==> config.mk <==
export PLATFORM = sky130hd
export DESIGN_NAME = ps2_dir_decoder
export DESIGN_NICKNAME = d
export VERILOG_FILES = /design/src/rtl/ps2_dir_decoder.sv
export SDC_FILE = /design/constraint.sdc
export NUM_CORES = 1
export LEC_CHECK = 0
export CAP_MARGIN = 10
export CORE_UTILIZATION = 54
export CTS_BUF_LIST = sky130_fd_sc_hd__clkbuf_4
export DETAILED_ROUTE_END_ITERATION = 16
export GPL_ROUTABILITY_DRIVEN = 1
export GPL_TIMING_DRIVEN = 0
export PLACE_DENSITY = 0.78
export SLEW_MARGIN = 5
export SYNTH_ARGS = -nofsm -noshare
export SYNTH_HDL_FRONTEND = slang
export SYNTH_SLANG_ARGS = --single-unit
export TNS_END_PERCENT = 10
==> constraint.sdc <==
create_clock -name clock -period 2.7 [get_ports clock]
set_clock_uncertainty 0.15 [all_clocks]
set_input_delay 0.405 -clock clock [delete_from_list [all_inputs] [get_ports clock]]
set_output_delay 0.405 -clock clock [all_outputs]
set_load 0.01 [all_outputs]
==> src/rtl/ps2_dir_decoder.sv <==
// rtl/ps2_dir_decoder.sv - PS/2 scan-code parser producing held direction keys and a FWFT press-event FIFO
module ps2_dir_decoder #(
  parameter int FIFO_DEPTH     = 4,
  parameter int PTR_W          = 2,
  parameter int TIMEOUT_CYCLES = 1000000
) (
  input  logic             clock,
  input  logic             resetn,
  input  logic             ps2_key_pressed,
  input  logic [7:0]       ps2_key_data,
  input  logic             ev_rd,
  input  logic             ev_clr,
  output logic [3:0]       held,
  output logic [1:0]       ev_dir,
  output logic             ev_empty,
  output logic [PTR_W:0]   ev_count,
  output logic             overflow
);

  localparam int                CNT_W    = $clog2(TIMEOUT_CYCLES + 1);
  localparam logic [CNT_W-1:0]  CNT_LAST = CNT_W'(TIMEOUT_CYCLES - 1);
  localparam logic [PTR_W:0]    DEPTH_L  = (PTR_W + 1)'(FIFO_DEPTH);

  typedef enum logic [1:0] {
    S_IDLE,
    S_EXT,
    S_BRK,
    S_EXT_BRK
  } state_t;

  state_t           state_q, state_d;
  logic [CNT_W-1:0] cnt_q, cnt_d;

  logic make_v;
  logic brk_v;
  logic ext_v;

  // Parser: prefixes only move the state; a non-prefix byte completes a make or break.
  always_comb begin
    state_d = state_q;
    cnt_d   = cnt_q;
    make_v  = 1'b0;
    brk_v   = 1'b0;
    ext_v   = 1'b0;
    if (ps2_key_pressed) begin
      cnt_d = '0;
      unique case (state_q)
        S_IDLE: begin
          if (ps2_key_data == 8'hE0) begin
            state_d = S_EXT;
          end else if (ps2_key_data == 8'hF0) begin
            state_d = S_BRK;
          end else begin
            make_v = 1'b1;
          end
        end
        S_EXT: begin
          if (ps2_key_data == 8'hF0) begin
            state_d = S_EXT_BRK;
          end else if (ps2_key_data == 8'hE0) begin
            state_d = S_EXT;
          end else begin
            make_v  = 1'b1;
            ext_v   = 1'b1;
            state_d = S_IDLE;
          end
        end
        S_BRK: begin
          if (ps2_key_data == 8'hE0) begin
            state_d = S_EXT;
          end else if (ps2_key_data == 8'hF0) begin
            state_d = S_BRK;
          end else begin
            brk_v   = 1'b1;
            state_d = S_IDLE;
          end
        end
        S_EXT_BRK: begin
          if (ps2_key_data == 8'hE0) begin
            state_d = S_EXT;
          end else if (ps2_key_data == 8'hF0) begin
            state_d = S_EXT_BRK;
          end else begin
            brk_v   = 1'b1;
            ext_v   = 1'b1;
            state_d = S_IDLE;
          end
        end
        default: state_d = S_IDLE;
      endcase
    end else if (state_q != S_IDLE) begin
      if (cnt_q == CNT_LAST) begin
        state_d = S_IDLE;
        cnt_d   = '0;
      end else begin
        cnt_d = cnt_q + 1'b1;
      end
    end
  end

  always_ff @(posedge clock or negedge resetn) begin
    if (!resetn) begin
      state_q <= S_IDLE;
      cnt_q   <= '0;
    end else begin
      state_q <= state_d;
      cnt_q   <= cnt_d;
    end
  end

  logic       key_hit;
  logic [1:0] key_idx;

  // Arrows only count with the E0 prefix; WASD only without it.
  always_comb begin
    key_hit = 1'b0;
    key_idx = 2'd0;
    if (ext_v) begin
      unique case (ps2_key_data)
        8'h75:   begin key_hit = 1'b1; key_idx = 2'd0; end
        8'h72:   begin key_hit = 1'b1; key_idx = 2'd1; end
        8'h6B:   begin key_hit = 1'b1; key_idx = 2'd2; end
        8'h74:   begin key_hit = 1'b1; key_idx = 2'd3; end
        default: key_hit = 1'b0;
      endcase
    end else begin
      unique case (ps2_key_data)
        8'h1D:   begin key_hit = 1'b1; key_idx = 2'd0; end
        8'h1B:   begin key_hit = 1'b1; key_idx = 2'd1; end
        8'h1C:   begin key_hit = 1'b1; key_idx = 2'd2; end
        8'h23:   begin key_hit = 1'b1; key_idx = 2'd3; end
        default: key_hit = 1'b0;
      endcase
    end
  end

  logic [3:0] arrow_q, arrow_d;
  logic [3:0] wasd_q, wasd_d;
  logic [3:0] held_nxt;
  logic       push;

  always_comb begin
    arrow_d = arrow_q;
    wasd_d  = wasd_q;
    if (key_hit && (make_v || brk_v)) begin
      if (ext_v) begin
        arrow_d[key_idx] = make_v;
      end else begin
        wasd_d[key_idx] = make_v;
      end
    end
  end

  // Only a 0->1 edge of the combined direction is an event; one byte touches one flag.
  assign held_nxt = arrow_d | wasd_d;
  assign push     = |(held_nxt & ~held);

  always_ff @(posedge clock or negedge resetn) begin
    if (!resetn) begin
      arrow_q <= '0;
      wasd_q  <= '0;
    end else begin
      arrow_q <= arrow_d;
      wasd_q  <= wasd_d;
    end
  end

  assign held = arrow_q | wasd_q;

  logic [1:0]       mem_q [FIFO_DEPTH];
  logic [PTR_W-1:0] wr_q, wr_d;
  logic [PTR_W-1:0] rd_q, rd_d;
  logic [PTR_W:0]   count_q, count_d;
  logic             ovf_q, ovf_d;
  logic             pop;
  logic             full;
  logic             push_ok;

  assign pop     = ev_rd && (count_q != '0);
  assign full    = (count_q == DEPTH_L);
  assign push_ok = push && (!full || pop);

  always_comb begin
    wr_d    = wr_q;
    rd_d    = rd_q;
    count_d = count_q;
    ovf_d   = ovf_q;
    if (ev_clr) begin
      wr_d    = '0;
      rd_d    = '0;
      count_d = '0;
      ovf_d   = 1'b0;
    end else begin
      if (push_ok) begin
        wr_d = wr_q + 1'b1;
      end
      if (pop) begin
        rd_d = rd_q + 1'b1;
      end
      count_d = count_q + (PTR_W + 1)'(push_ok) - (PTR_W + 1)'(pop);
      if (push && full && !pop) begin
        ovf_d = 1'b1;
      end
    end
  end

  always_ff @(posedge clock or negedge resetn) begin
    if (!resetn) begin
      wr_q    <= '0;
      rd_q    <= '0;
      count_q <= '0;
      ovf_q   <= 1'b0;
    end else begin
      wr_q    <= wr_d;
      rd_q    <= rd_d;
      count_q <= count_d;
      ovf_q   <= ovf_d;
    end
  end

  always_ff @(posedge clock) begin
    if (push_ok && !ev_clr) begin
      mem_q[wr_q] <= key_idx;
    end
  end

  // Storage is not reset, so the head is masked while empty.
  assign ev_empty = (count_q == '0);
  assign ev_dir   = ev_empty ? 2'b00 : mem_q[rd_q];
  assign ev_count = count_q;
  assign overflow = ovf_q;

endmodule

==> impl_metrics.yaml <==
global_routing:
  vias_in_the_first_global_route: 2188
  grtUsageTotal_pct: 24.4
  grt_start_max_net_pins: 39
  grt_antenna_before_repair: 0
  grt_pass1_wl_mm: 9.83
  globalRouteOverflowTotal: 0
place:
  dp_slack_ns: -1.16
  placed_area_mm2: 0.00303
  buffer_ports.inserted: 22
  final_hpwl_dp_mm: 3.95
  numPlacedInstances: 364
  routabilityCongestion: 0.846
status:
  failed_checks: "setup timing"
  status: "complete, but fails checks"
floorplan:
  floorplan.initialDensity_pct: 56.4
  die_width_um: 72.5
  rows: 25
  ioPinCount: 24
  design.core.area_mm2: 0.00475
  die_area_mm2: 0.00526
  die_h_um: 72.5
cells_and_area:
  area_growth_syn_to_layout_pct: 23.5
  final_area_mm2: 0.00332
  multi_input_area_mm2: 0.00155
  post_route_cells_drive_above_1_share_pct: 24.8
  final_core_util_pct: 69.7
  regArea_mm2: 0.00119
  finish.net_count: 341
  antennaDiodeCount: 0
  layout.filler_cells: 359
  final_cells: 389
drt:
  initialDrtViolationCount: 155
  detailedRoute.firstPassIterationCount: 4
  ant_nets: 0
  vias_per_cell: 5.67
  detail_route.drc_violations: 0
  routed-via-count: 2207
  route.detailed.wl_per_inst_um: 15.2
  drt_wl_total_mm: 5.93
yosys:
  ys_ff_latch: 46
  synth_async_sr_flop_share_pct: 82.6
  ys.warnings.count: 0
  syn_area_mm2: 0.00268
  leading_post_synthesis_cells_by_instance_count: "nor2_1, dfrtp_1, nand2_1"
  netlist_cell_types: 55
  yosys.area_share.adder_pct: 3.54
  ys_seq_area_share_pct: 44.4
  yosys.cell_count.top_type: "nor2_1"
  synth.largest_area_cell: "dfrtp_1"
  synth_ff_type: "dfrtp_1"
  post_synth_mux_area_share_pct: 5.31
  netlist.area_leader.share_pct: 35.4
  syn_area_per_cell_um2: 9.76
  post_synthesis_share_of_cell_area_spent_on_xor_and_xnor_gates_pct: 6.20
  mappedNetlistNets: 295
  synth_top_family_by_area: "simple AND/OR/NAND/NOR gates"
  synth-compound-area-share_pct: 12.1
  ys_top_cells_by_area: "dfrtp_1, edfxtp_1, nor2_1"
  number_of_synthesized_flops_with_an_enable_pin: 8
  synth_simple_gate_area_share_pct: 25.1
  count_of_mapped_cells_out_of_synthesis: 275
sta:
  finalHoldViolCount: 0
  layout_setup_ws_ns: -0.133
  rsz0062_at_grt: "true"
  final_period_minus_worst_setup_slack_ns: 2.83
  hold-worst-slack_ns: 0.199
  timing.slew.headroom_pct: 44.2
  fmax_mhz: 353
  max_slew.worst_pin.slew_ns: 0.838
  finalSetupViolations: 2
  maxSlewViolCount: 0
  post-route-period-util_pct: 105
  timing.setup.tns_ns: -0.249
critical_path:
  path_max_fanout: 7
  timing_worst_setup_path_type: "in -> reg"
  critical_path.startpoint_type: "primary input"
  worst_setup_path_end_kind: "flop"
  crit_required_ns: 2.79
  critical-path-top-delay-family: "compound AO/OA/AOI/OAI gates"
  crit_path_top_delay_cell: "fa_2"
  worst-endpoint-arrival_ns: 2.93
  cp_slowest_stage_delay_ns: 0.50
  rr_endpoint: "ev_count[1]"
  crit_chain: "buf_6, or3b_4, a211oi_4, nor3_2, o221a_4, o311ai_4, xor2_1, ha_2, inv_2, fa_2, nor2_1"
  timing.reg2reg.setup_slack_ns: -0.10
  timing.rr.start: "state_q[0]"
  reg2reg_depth: 10
  path_buf_inv: 2
run:
  cap_viol_max_count: 0
clock_network:
  clk_path_buf_depth: 2
  cts_num_sinks: 46
  clkTransAtPathRegs_ns: 0.14
  cts.root.buffer_cell: "clkbuf_4"
  tritoncts.num_buffers: 5
  clkLatencyLatePin_ns: 0.35
  cts_tree: "yes"
  cts-htree-levels: 2
hold_path:
  timing.hold.worst_path_depth: 3
  hold_end: "state_q[1]"
  holdCritPathClass: "in -> reg"
  min-delay-start: "ps2_key_data[4]"
power_and_ir_drop:
  p_total_mw: 1.71
  vdd_drop_max_mv: 0.286
  power_leakage_nw: 1.38
  power_per_cell_area_mw_per_mm2: 516
cells in the final DEF (no fill, tap or decap), types with 3 or more instances in the layout:
master           synthesis  routed
o31ai_1                  3       3
nor2_1                  39      37
nand4_1                  3       3
mux2i_1                  3       3
mux2_2                   6       6
clkdlybuf4s50_1          0      12
nand3b_1                 5       5
xnor2_1                  8       7
and2_1                   6       6
nor3_1                   8       6
buf_4                    0      18
ha_1                     6       5
buf_6                    0       4
clkbuf_4                 0       5
inv_1                   17      15
o21ai_0                 10      10
nand2b_1                 4       3
nand2_1                 21      19
nand3_1                 12      12
buf_2                    3       6
a21oi_1                  8       8
xor2_1                  11      11
edfxtp_1                 8       8
nor2b_1                  5       5
dfrtp_1                 38      38
or3_1                    6       5
worst max path at each step:
| stage | start | endpoint | slack, ns | cells after the start |
|---|---|---|---|---|
| finish | ps2_key_data[4] | ev_count[1] | -0.13 | 11 |
| global route | state_q[0] | ev_count[1] | -0.19 | 10 |
| CTS | ps2_key_data[2] | ev_count[2] | -0.08 | 13 |
| detailed placement | ps2_key_data[4] | ev_count[2] | -1.16 | 13 |
| global placement | ps2_key_data[4] | ev_count[2] | -1.09 | 13 |
| floorplan | ps2_key_data[6] | ev_count[2] | -0.26 | 11 |
sequential cells by signal (all words and copies together) (netlist names):
signal    cells
arrow_q       4
rd_q          2
state_q       2
mem_q         8
ev_count      3
overflow      1
wasd_q        4
wr_q          2
cnt_q        20
timing repair:
item	in CTS	in global routing
resized for setup	65	9
setup buffers	15	4
hold buffers	1	0
setup endpoints to repair	12	12
hold endpoints to repair	5	0
pin swaps	20	11
power by group:
part	internal (mW)	total, mW	leakage, nW	switching, mW
Combinational	0.297	0.570	0.758	0.273
Sequential	0.755	0.814	0.589	0.0588
Clock	0.102	0.326	0.0312	0.224
Total	1.15	1.71	1.38	0.556
cell type report:
type,count,share of cell area [%]
Clock buffer,5,1.13
Sequential cell,46,35.9
Buffer,3,0.377
Tap cell,67,2.53
Multi-Input combinational cell,206,46.7
Timing Repair Buffer,42,10.7
Inverter,17,2.00
Clock inverter,3,0.642
cell families after synthesis:
family,after synthesis
AOI/OAI and AO/OA,40
xor gates and xnor gates,19
adders and majority gates,7
buffers and inverters,23
DFF,46
muxes,11
and+or+nand+nor,129
worst register-to-register path, stage by stage (launching register included):
cell and delay (ns):
dfrtp_1 0.42, inv_4 0.06, a311oi_4 0.31, nand2_2 0.11, o221a_4 0.32, o311ai_4 0.33, xor2_1 0.21, ha_2 0.21
inv_2 0.04, fa_2 0.50, nor2_1 0.04
per-layer routing:
layer	routed length [um]	vias to the layer above	GRT usage, %
met1	2580	1089	30.1
li1	-	1056	-
met4	118	0	8.93
met2	3010	50	42.8
met3	220	12	4.44
met5	0	-	0
Note: power is estimated with default switching activity, not from simulation.
